`src/rtl/panel_loader.sv`:
```
// Front-panel program loader: turns a byte stream into 12-bit words and plays
// each one into the CPU switch inputs as a deposit / increment-P sequence.
module panel_loader #(
  parameter int PULSE_CYCLES = 4,
  parameter int GAP_CYCLES   = 4
) (
  input  logic        clk,
  input  logic        nrst,
  input  logic        in_valid,
  input  logic [7:0]  in_data,
  output logic        in_ready,
  output logic [11:0] nsw,
  output logic        ndep_sw,
  output logic        nincp_sw,
  output logic        nstart_sw,
  output logic        busy,
  output logic [11:0] word_count
);

  localparam logic [7:0] PULSE_LOAD = 8'(PULSE_CYCLES - 1);
  localparam logic [7:0] GAP_LOAD   = 8'(GAP_CYCLES - 1);

  typedef enum logic [2:0] {LO, HI, SETUP, DEP, HOLD, INC, RECOVER, START} state_t;

  state_t      state_q, state_d;
  logic [7:0]  cnt_q, cnt_d;
  logic [7:0]  low_q, low_d;
  logic        last_q, last_d;
  logic [11:0] nsw_d;
  logic [11:0] word_count_d;
  logic        xfer;

  assign xfer = in_valid & in_ready;

  // The counter is loaded with duration-1 on entry; a state exits on the edge
  // where it reads zero, so each state lasts exactly its programmed cycles.
  always_comb begin
    state_d      = state_q;
    cnt_d        = cnt_q;
    low_d        = low_q;
    last_d       = last_q;
    nsw_d        = nsw;
    word_count_d = word_count;
    case (state_q)
      LO: begin
        if (xfer) begin
          low_d   = in_data;
          state_d = HI;
        end
      end
      HI: begin
        if (xfer) begin
          nsw_d   = ~{in_data[3:0], low_q};
          last_d  = in_data[7];
          cnt_d   = GAP_LOAD;
          state_d = SETUP;
        end
      end
      SETUP: begin
        if (cnt_q == 8'd0) begin
          cnt_d   = PULSE_LOAD;
          state_d = DEP;
        end else begin
          cnt_d = cnt_q - 8'd1;
        end
      end
      DEP: begin
        if (cnt_q == 8'd0) begin
          cnt_d   = GAP_LOAD;
          state_d = HOLD;
        end else begin
          cnt_d = cnt_q - 8'd1;
        end
      end
      HOLD: begin
        if (cnt_q == 8'd0) begin
          cnt_d   = PULSE_LOAD;
          state_d = INC;
        end else begin
          cnt_d = cnt_q - 8'd1;
        end
      end
      INC: begin
        if (cnt_q == 8'd0) begin
          word_count_d = word_count + 12'd1;
          cnt_d        = GAP_LOAD;
          state_d      = RECOVER;
        end else begin
          cnt_d = cnt_q - 8'd1;
        end
      end
      RECOVER: begin
        if (cnt_q == 8'd0) begin
          if (last_q) begin
            cnt_d   = PULSE_LOAD;
            state_d = START;
          end else begin
            nsw_d   = 12'hFFF;
            state_d = LO;
          end
        end else begin
          cnt_d = cnt_q - 8'd1;
        end
      end
      START: begin
        if (cnt_q == 8'd0) begin
          nsw_d   = 12'hFFF;
          last_d  = 1'b0;
          state_d = LO;
        end else begin
          cnt_d = cnt_q - 8'd1;
        end
      end
      default: begin
        nsw_d   = 12'hFFF;
        state_d = LO;
      end
    endcase
  end

  // Switch outputs are decoded from the next state and registered, so the CPU
  // only ever sees glitch-free flop outputs.
  always_ff @(posedge clk or negedge nrst) begin
    if (!nrst) begin
      state_q    <= LO;
      cnt_q      <= 8'd0;
      low_q      <= 8'd0;
      last_q     <= 1'b0;
      nsw        <= 12'hFFF;
      ndep_sw    <= 1'b1;
      nincp_sw   <= 1'b1;
      nstart_sw  <= 1'b1;
      in_ready   <= 1'b1;
      busy       <= 1'b0;
      word_count <= 12'd0;
    end else begin
      state_q    <= state_d;
      cnt_q      <= cnt_d;
      low_q      <= low_d;
      last_q     <= last_d;
      nsw        <= nsw_d;
      ndep_sw    <= (state_d != DEP);
      nincp_sw   <= (state_d != INC);
      nstart_sw  <= (state_d != START);
      in_ready   <= (state_d == LO) || (state_d == HI);
      busy       <= (state_d != LO);
      word_count <= word_count_d;
    end
  end

endmodule

```
`config.mk`:
```
export PLATFORM = sky130hd
export DESIGN_NAME = panel_loader
export DESIGN_NICKNAME = d
export VERILOG_FILES = /design/src/rtl/panel_loader.sv
export SDC_FILE = /design/constraint.sdc
export NUM_CORES = 1
export LEC_CHECK = 0
export CORE_UTILIZATION = 25
export CTS_CLUSTER_DIAMETER = 30
export DETAILED_ROUTE_END_ITERATION = 6
export DONT_BUFFER_PORTS = 1
export GPL_TIMING_DRIVEN = 0
export PLACE_DENSITY = 0.42
export SLEW_MARGIN = 20
export SYNTH_ARGS = -nofsm -noshare
export SYNTH_HDL_FRONTEND = slang
export SYNTH_SLANG_ARGS = --single-unit
```
`constraint.sdc`:
```
create_clock -name clk -period 2.9 [get_ports clk]
set_input_delay 0 -clock clk [delete_from_list [all_inputs] [get_ports clk]]
set_output_delay 0 -clock clk [all_outputs]
set_load 0.02 [all_outputs]
```
# Word level (Yosys, flattened, before mapping)
# Cells that the tools add are included.
# op_classes
addsub	2
eq_ne	17
muxes	24
bitwise	2
n_reduce_logical	14
# op_table
operator	count
2-to-1 mux 12 bit	4
2-to-1 mux 8 bit	5
case mux 12 bit (3 select lines)	1
case mux 8 bit (4 select lines)	1
2-to-1 mux 3 bit	9
case mux 3 bit (8 select lines)	1
adder 12 x 1 -> 12 bit, second input constant	1
== test 3 bit, second input constant	4
inverter 12 bit	1
!= test 2 bit, second input constant	5
!= test 3 bit, second input constant	3
zero test 8 bit	1
subtractor 8 x 1 -> 8 bit, second input constant	1
== test 3 x 1 -> 1 bit, second input constant	2
== test 3 x 2 -> 1 bit, second input constant	2
zero test 3 bit	2
nonzero test 3 bit	2
AND reduction 5 bit	1
AND reduction 2 bit	2
AND reduction 4 bit	1
nonzero test 4 bit	1
OR reduction 4 bit	1
!= test 3 x 2 -> 1 bit, second input constant	1
AND reduction 3 bit	1
other kinds (5)	6
# word_totals
ff_bits	49
out_inout_bits	29
wordCells	70

# Depth between registers and ports, before layout
# Gate-level depths: netlist (run 1).
# depth
word_depth	5
mapped_depth	9
mapped_depth_nobuf	8

# Worst setup path before layout (run 1)
# OpenSTA, ideal clock, no wires.
# synth_timing
path_kind	register to register
start	register state_q[1]
end	register cnt_q[0]
arrival_ps	2056
required_ps	2775
slack_ps	719
stages_incl_launch_ff	10
path_buffers	2
period_less_slack_ps	2181
path_cell_list	dfrtp_1 > buf_4 > inv_1 > ha_1 > nor2_1 > a311oi_2 > a21oi_2 > or2_1 > buf_4 > mux2_4
# synth_via
elab_chain_len	4
elab_cells_between_ends	14
classes_between	eq/ne: 10; mux: 1; reduce/logical: 3
# synth_lines
element	line	source
from (decl)	25	state_t state_q, state_d;
from (signal assigned)	137	state_q <= state_d;
== test 3 bit / == test 3 x 2 -> 1 bit (equally long branches)	44	case (state_q)
OR reduction 4 bit (no source line)	--	
nonzero test 4 bit (no source line)	--	
AND reduction 4 bit (no source line)	--	
to (signal assigned)	138	cnt_q <= cnt_d;
to (decl)	26	logic [7:0] cnt_q, cnt_d;
# Several ways; a longest one is shown, not always the timed one.
# A chain may end at the register's enable or synchronous reset.

# Final worst setup path (run 1)
# Same ends and word-level chain as after synthesis.

==> results of run 1 <==
==> what timing repair did <==
item	4_1_cts	5_1_grt
hold buffers	10	0
setup buffers	0	0
hold endpoints to repair	62	0
==> placed cells by master (no fill, tap or decap), types with 5 or more instances in the layout <==
master                          instances
sky130_fd_sc_hd__dfrtp_1               33
sky130_fd_sc_hd__a211oi_1               6
sky130_fd_sc_hd__o21ai_0                5
sky130_fd_sc_hd__a31oi_1               15
sky130_fd_sc_hd__a21oi_1                6
sky130_fd_sc_hd__dlygate4sd3_1          9
sky130_fd_sc_hd__nand2_1               13
sky130_fd_sc_hd__mux2_2                 8
sky130_fd_sc_hd__xnor2_1               10
sky130_fd_sc_hd__nor2_1                21
sky130_fd_sc_hd__or3_1                  6
sky130_fd_sc_hd__nand3_1               12
sky130_fd_sc_hd__clkbuf_8               5
sky130_fd_sc_hd__ha_1                   7
sky130_fd_sc_hd__dfstp_2               16
sky130_fd_sc_hd__buf_4                  6
sky130_fd_sc_hd__inv_1                 11
==> cell families (layout without fill, tap and decap cells) <==
| logic type | count (synthesis) | count (layout) | share of synthesized area (%) |
|---|---|---|---|
| adder cells (fa/ha/maj) | 7 | 7 | 3.32 |
| AO/OA/AOI/OAI | 58 | 58 | 17.5 |
| XOR/XNOR | 11 | 11 | 3.65 |
| buffers and inverters | 24 | 42 | 5.45 |
| multiplexers | 10 | 10 | 4.36 |
| AND/OR/NAND/NOR | 82 | 82 | 18.4 |
| flip-flops | 49 | 49 | 47.2 |
==> worst reg2reg max path: stages, from the launching register on <==
cell and delay, ps:
sky130_fd_sc_hd__dfrtp_1 530, sky130_fd_sc_hd__buf_4 240, sky130_fd_sc_hd__inv_1 130, sky130_fd_sc_hd__ha_1 350, sky130_fd_sc_hd__nor2_1 170, sky130_fd_sc_hd__a311oi_2 70, sky130_fd_sc_hd__a21oi_2 350, sky130_fd_sc_hd__or2_1 160
sky130_fd_sc_hd__buf_4 170, sky130_fd_sc_hd__mux2_4 320
==> sequential cells by signal, indices dropped and copies added, names as in the netlist, 3 cells and up <==
name,count
nsw,12
word_count,12
cnt_q,8
low_q,8
state_q,3
==> power groups by stage <==
stage | registers, mW | clock network, mW | logic, mW
after detailed placement | 0.697 | 0 | 0.000141
after CTS | 0.684 | 0.492 | 0.0302
after floorplan | 0.697 | 0 | 0.000141
final | 0.684 | 0.466 | 0.0285
after global routing | 0.684 | 0.513 | 0.0326
after global placement | 0.697 | 0 | 0.000141
==> routing by layer <==
metal / track usage (%) / part of all wire (%)
met5: 0 / 0
met4: 4.43 / 1.8
met3: 2.56 / 4.5
met2: 17.9 / 47
met1: 14.2 / 47
==> final timing paths <==
check,slack (ps),depth (start not counted),to
worst max-delay path,310,9,cnt_q[0]$_DFFE_PN0P_
worst min-delay path,160,4,ndep_sw$_DFF_PN1_
worst max register to register,310,9,cnt_q[0]$_DFFE_PN0P_
worst min register to register,420,1,nsw[7]$_DFFE_PN1P_
max in group asynchronous,2420,2,in_ready$_DFF_PN1_
min in group asynchronous,210,2,low_q[3]$_DFFE_PN0P_
==> stage by stage <==
stage	power (mW)	std cells	cell area, um2
floorplan	0.697	241	2640
global placement	0.697	377	2810
detailed placement	0.697	377	2810
CTS	1.21	395	3030
global route	1.23	395	3030
finish	1.18	395	3030
==> cell type report <==
cell class / instances / area (um2)
fillers: 1104 / 7240
well taps: 136 / 170
multi-input cells: 168 / 1250
clock buffers: 7 / 97.6
flip-flops and latches: 49 / 1250
plain buffers: 12 / 98.8
repair buffers: 10 / 118
inverters: 12 / 45.0
clock inverters: 1 / 8.76
==> impl_summary.log, run 1 <==
[metrics] run status: complete, no violations
[metrics] syn_area_per_cell: 10.9 um2
[metrics] worst reg2reg path startpoint: state_q[1]$_DFF_PN0_
[metrics] Longest Clk Path Bufs: 2
[metrics] part of the total power dissipated in combinational logic: 2.4%
[metrics] leading post-synthesis cells by instance count: sky130_fd_sc_hd__dfrtp_1 (33), sky130_fd_sc_hd__nor2_1 (21), sky130_fd_sc_hd__dfstp_2 (16), sky130_fd_sc_hd__a31oi_1 (15), sky130_fd_sc_hd__nand2_1 (13)
[metrics] Final Hold Fails: 0
[metrics] nets in the synthesized netlist: 259
[metrics] crit path cell chain: buf_4, inv_1, ha_1, nor2_1, a311oi_2, a21oi_2, or2_1, buf_4, mux2_4
[metrics] Syn-to-layout area delta: 14.9%
[metrics] number of clock sinks seen by CTS: 49
[metrics] pre-CTS setup slack: 354 ps
[metrics] most used standard cell by instance count after synthesis: sky130_fd_sc_hd__dfrtp_1
[metrics] first element of the critical path: state_q[1]$_DFF_PN0_
[metrics] post-route antenna net violation count: 0
[metrics] flip-flop and latch count after synthesis: 49
[metrics] Initial Util: 25.7%
[metrics] Fmax: 0.387 GHz
[metrics] RePlAce Congestion: 0.711
[metrics] number of gates given a new drive strength after cts: 0
[metrics] count of buffers from port buffering: 0
[metrics] Worst Clk Skew: 6.17 ps
[metrics] worst endpoint data arrival time: 2780 ps
[metrics] area share of the leading cell type in the synthesized netlist: 31.3%
[metrics] total number of vias: 1892
[metrics] Required @ worst endpoint: 3090 ps
[metrics] type of element launching the critical path: flip-flop
[metrics] top cells by area in the synthesized netlist: sky130_fd_sc_hd__dfrtp_1 (31%), sky130_fd_sc_hd__dfstp_2 (16%), sky130_fd_sc_hd__a31oi_1 (3.6%)
[metrics] Yosys cell types: 62
[metrics] leakage power of the design: 1.26 nW
[metrics] Die Width: 105 um
[metrics] post-route minimum period: 2590 ps
[metrics] Yosys top cell by area: sky130_fd_sc_hd__dfrtp_1
[metrics] area enclosed by the die boundary: 11000 um2
[metrics] largest delay contributor family on the critical path: buffers and inverters
[metrics] fraction of layout cells with a size suffix above 1: 26.6%
[metrics] beginning of the worst hold path: in_valid
[metrics] antenna violations before repair: 0
[metrics] clock network fraction of design power: 39.5%
[metrics] peak supply drop: 0.247 mV
[metrics] net switching share of the total power: 21.8%
[metrics] power density over the cells: 388 nW/um2
[metrics] Slowest cell on crit path: sky130_fd_sc_hd__dfrtp_1
[metrics] gate count of the mapped netlist: 241
[metrics] largest net degree at the start of global routing: 50
[metrics] Skew-Pair Late Insertion Delay: 300 ps
[metrics] summed instance area of the synthesized netlist: 2640 um2
[metrics] EDFF count, synth: 0
[metrics] FP Rows: 37
[metrics] slew margin rel.: 50.7%
[metrics] internal power: 0.921 mW
[metrics] worst slack on hold paths: 164 ps
[metrics] Critical Path Fanout Max: 10
[metrics] primary flip-flop cell chosen by synthesis mapping: sky130_fd_sc_hd__dfrtp_1
[metrics] setup repair after global routing missed its margin: no
[metrics] final net count: 276
[metrics] sequential cell fraction of total power: 58.1%
[metrics] Ys Warns: 0
[metrics] cell at the root of the clock tree: sky130_fd_sc_hd__clkbuf_8
[metrics] Crit path buffers/inverters: 3
[metrics] Total Neg Setup Slack: 0 ps
[metrics] area of the core: 10300 um2
[metrics] vias in the first global route: 1910
[metrics] total setup violations reported at the end of the flow: 0
[metrics] Total Wirelength: 5.84 mm
[metrics] TritonCTS clock tree: yes
[metrics] smallest setup slack after layout: 315 ps
[metrics] CP peak stage delay: 530 ps
[metrics] clock-pin slew on the worst setup and hold paths: 90 ps
[metrics] first-pass GRT wire length: 9.76 mm
[metrics] Iteration-0 DRC Markers: 81
[metrics] total of max-cap violations: 0
[metrics] kind of end point of the critical path: flip-flop
[metrics] class of the tightest hold or removal check: input port to flip-flop
[metrics] vias per cell: 4.79
[metrics] routed wire length per instance: 14.8 um
[metrics] antenna fix cells: 0
[metrics] remaining global-route overflow: 0
[metrics] Top cell by count, worst path: sky130_fd_sc_hd__buf_4
[metrics] HPWL after detailed placement: 4.04 mm
[metrics] Worst Setup Path Type: flip-flop to flip-flop
[metrics] portion of the clock cycle consumed by the worst path in the final layout: 89.1%
[metrics] first drt pass iteration count: 4
[metrics] GR Util All Layers: 11.1%
[metrics] Slew Limit Fails: 0
[metrics] H-Tree Depth: 2
[metrics] post-layout util: 29.5%
[metrics] Slew @ Worst Pin: 736 ps
[metrics] switching power of the nets: 0.257 mW
[metrics] die height: 105 um
[metrics] register area share after synthesis: 47.2%
[metrics] DRC violation count after routing: 0
[metrics] Inserted Clock Buffers: 5
[metrics] number of ports placed on the die boundary: 40
[metrics] proportion of register bits with asynchronous set or reset after synthesis: 100%
(Power assumes the default switching activity.)
==> run 2: changes to the inputs <==
--- a/config.mk
+++ b/config.mk
@@ -11,6 +11,7 @@
 export DONT_BUFFER_PORTS = 1
 export GPL_TIMING_DRIVEN = 0
 export PLACE_DENSITY = 0.42
+export REMOVE_ABC_BUFFERS = 1
 export SLEW_MARGIN = 20
 export SYNTH_ARGS = -nofsm -noshare
 export SYNTH_HDL_FRONTEND = slang
==> run 2 against run 1 <==
Combinational power about the same. Largest cell class unchanged. Clock skew up 4.3 ps. Maximum frequency down 2.1%. Total power up 4.5%. Critical path depth down 2.
==> impl_summary.log, run 2 (synthesis gave the netlist of run 1 again) <==
[metrics] Required @ worst endpoint: 3100 ps
[metrics] setup repair after global routing missed its margin: no
[metrics] FP Rows: 37
[metrics] fraction of layout cells with a size suffix above 1: 25.0%
[metrics] Die Width: 105 um
[metrics] final non-filler cell area: 2970 um2
[metrics] Post-DP Area: 2720 um2
[metrics] HPWL after detailed placement: 3.68 mm
[metrics] Skew-Pair Late Insertion Delay: 310 ps
[metrics] post-route minimum period: 2640 ps
[metrics] internal reg-to-reg setup slack: 260 ps
[metrics] Inserted Clock Buffers: 5
[metrics] largest registers: nsw (12), word_count (12)
[metrics] total setup violations reported at the end of the flow: 0
[metrics] antenna violations before repair: 0
[metrics] kind of end point of the critical path: flip-flop
[metrics] post-route antenna net violation count: 0
[metrics] antenna fix cells: 0
[metrics] H-Tree Depth: 2
[metrics] area of the core: 10300 um2
[metrics] leakage power of the design: 1.20 nW
[metrics] clock-pin slew on the worst setup and hold paths: 100 ps
[metrics] vias in the first global route: 1831
[metrics] first-pass GRT wire length: 9.34 mm
[metrics] number of clock sinks seen by CTS: 49
[metrics] Iteration-0 DRC Markers: 117
[metrics] Worst Setup Path Type: flip-flop to flip-flop
[metrics] count of buffers from port buffering: 0
[metrics] remaining global-route overflow: 0
[metrics] Slew Limit Fails: 0
[metrics] DRC violation count after routing: 0
[metrics] worst reg2reg path endpoint: cnt_q[0]$_DFFE_PN0P_
[metrics] Initial Util: 25.7%
[metrics] Critical Path Fanout Max: 11
[metrics] run status: complete, no violations
[metrics] total of max-cap violations: 0
[metrics] area enclosed by the die boundary: 11000 um2
[metrics] peak supply drop: 0.185 mV
[metrics] RePlAce Congestion: 0.702
[metrics] type of element launching the critical path: flip-flop
[metrics] cell at the root of the clock tree: sky130_fd_sc_hd__clkbuf_8
[metrics] Hold Path Sink: ndep_sw$_DFF_PN1_
[metrics] portion of the clock cycle consumed by the worst path in the final layout: 91.0%
[metrics] routed wire length per instance: 14.6 um
[metrics] worst hold stages: 4
[metrics] most common cell after layout, fill and taps aside: sky130_fd_sc_hd__dfrtp_1
[metrics] number of ports placed on the die boundary: 40
[metrics] most frequent cells in the layout: sky130_fd_sc_hd__dfrtp_1 (31), sky130_fd_sc_hd__nor2_1 (21), sky130_fd_sc_hd__dfstp_2 (16)
[metrics] beginning of the worst hold path: in_valid
[metrics] first drt pass iteration count: 4
[metrics] Worst Clk Skew: 10.5 ps
[metrics] worst endpoint data arrival time: 2840 ps
[metrics] worst reg2reg path startpoint: cnt_q[0]$_DFFE_PN0P_
[metrics] Total Wirelength: 5.62 mm
[metrics] Slew @ Worst Pin: 880 ps
[metrics] final net count: 265
[metrics] Syn-to-layout area delta: 12.6%
[metrics] slew margin rel.: 41.3%
[metrics] die height: 105 um
[metrics] Final Hold Fails: 0
[metrics] largest net degree at the start of global routing: 50
[metrics] power density over the cells: 414 nW/um2
[metrics] TritonCTS clock tree: yes
[metrics] total number of vias: 1835
[metrics] Longest Clk Path Bufs: 2
[metrics] Reg2Reg Depth: 7
[metrics] class of the tightest hold or removal check: input port to flip-flop
[metrics] Total Neg Setup Slack: 0 ps
[metrics] vias per cell: 4.78
[metrics] Fmax: 0.379 GHz
[metrics] GR Util All Layers: 10.6%
## run 2: per-layer routing
| layer | track usage (%) | routed length (um) | vias up |
|---|---|---|---|
| met5 | 0 | 0 | - |
| met4 | 3.32 | 68 | 0 |
| met3 | 2.93 | 236 | 6 |
| met2 | 16.9 | 2610 | 37 |
| met1 | 13.7 | 2700 | 907 |
| li1 | - | - | 885 |
## run 2: power breakdown
group	internal, mW	switching (mW)	leakage [nW]
clock	0.281	0.238	0.0574
sequential	0.684	0	0.592
combinational	0.0121	0.0161	0.554
## run 2: worst max-delay path, stage by stage, from the launching register on
cell and delay, ps:
sky130_fd_sc_hd__dfrtp_1 410, sky130_fd_sc_hd__inv_1 110, sky130_fd_sc_hd__ha_1 160, sky130_fd_sc_hd__nor4b_4 530, sky130_fd_sc_hd__nand2_1 200, sky130_fd_sc_hd__o21ai_2 380
sky130_fd_sc_hd__or2_1 400, sky130_fd_sc_hd__mux2_4 330
## run 2: per-stage QoR
stage	std cells	total power [mW]	worst slack (ps)	hold slack (ps)	util [%]
global route	384	1.28	68.9	153	28.9
finish	384	1.23	260	123	28.9
global placement	365	0.697	-44.0	-294	26.4
CTS	383	1.25	82.0	135	28.8
floorplan	229	0.697	564	-296	-
detailed placement	365	0.697	125	-294	26.4
## run 2: worst max-delay path by stage
stage                    startpoint              endpoint
2_1_floorplan  cnt_q[0]$_DFFE_PN0P_    nsw[0]$_DFFE_PN1P_
3_3_place_gp   cnt_q[0]$_DFFE_PN0P_   nsw[11]$_DFFE_PN1P_
3_5_place_dp   state_q[2]$_DFF_PN0_  cnt_q[0]$_DFFE_PN0P_
4_1_cts        state_q[2]$_DFF_PN0_  cnt_q[0]$_DFFE_PN0P_
5_1_grt        cnt_q[0]$_DFFE_PN0P_  cnt_q[0]$_DFFE_PN0P_
6_report       cnt_q[0]$_DFFE_PN0P_  cnt_q[0]$_DFFE_PN0P_
## run 2: repair_timing
item | CTS | global route
hold buffers | 10 | 0
endpoints found under the setup margin | 0 | 8
resized for setup | 0 | 2
hold endpoints to repair | 62 | 0
buffers inserted | 0 | 0
## run 2: final cells by class
class                      instances  area (um2)
fill                            1117        7310
clock inverter                     2        37.5
timing repair buffer              10         118
inverter                          12        45.0
clock buffer                       6        82.6
multi-input combinational        169        1270
sequential                        49        1250
tap                              136         170
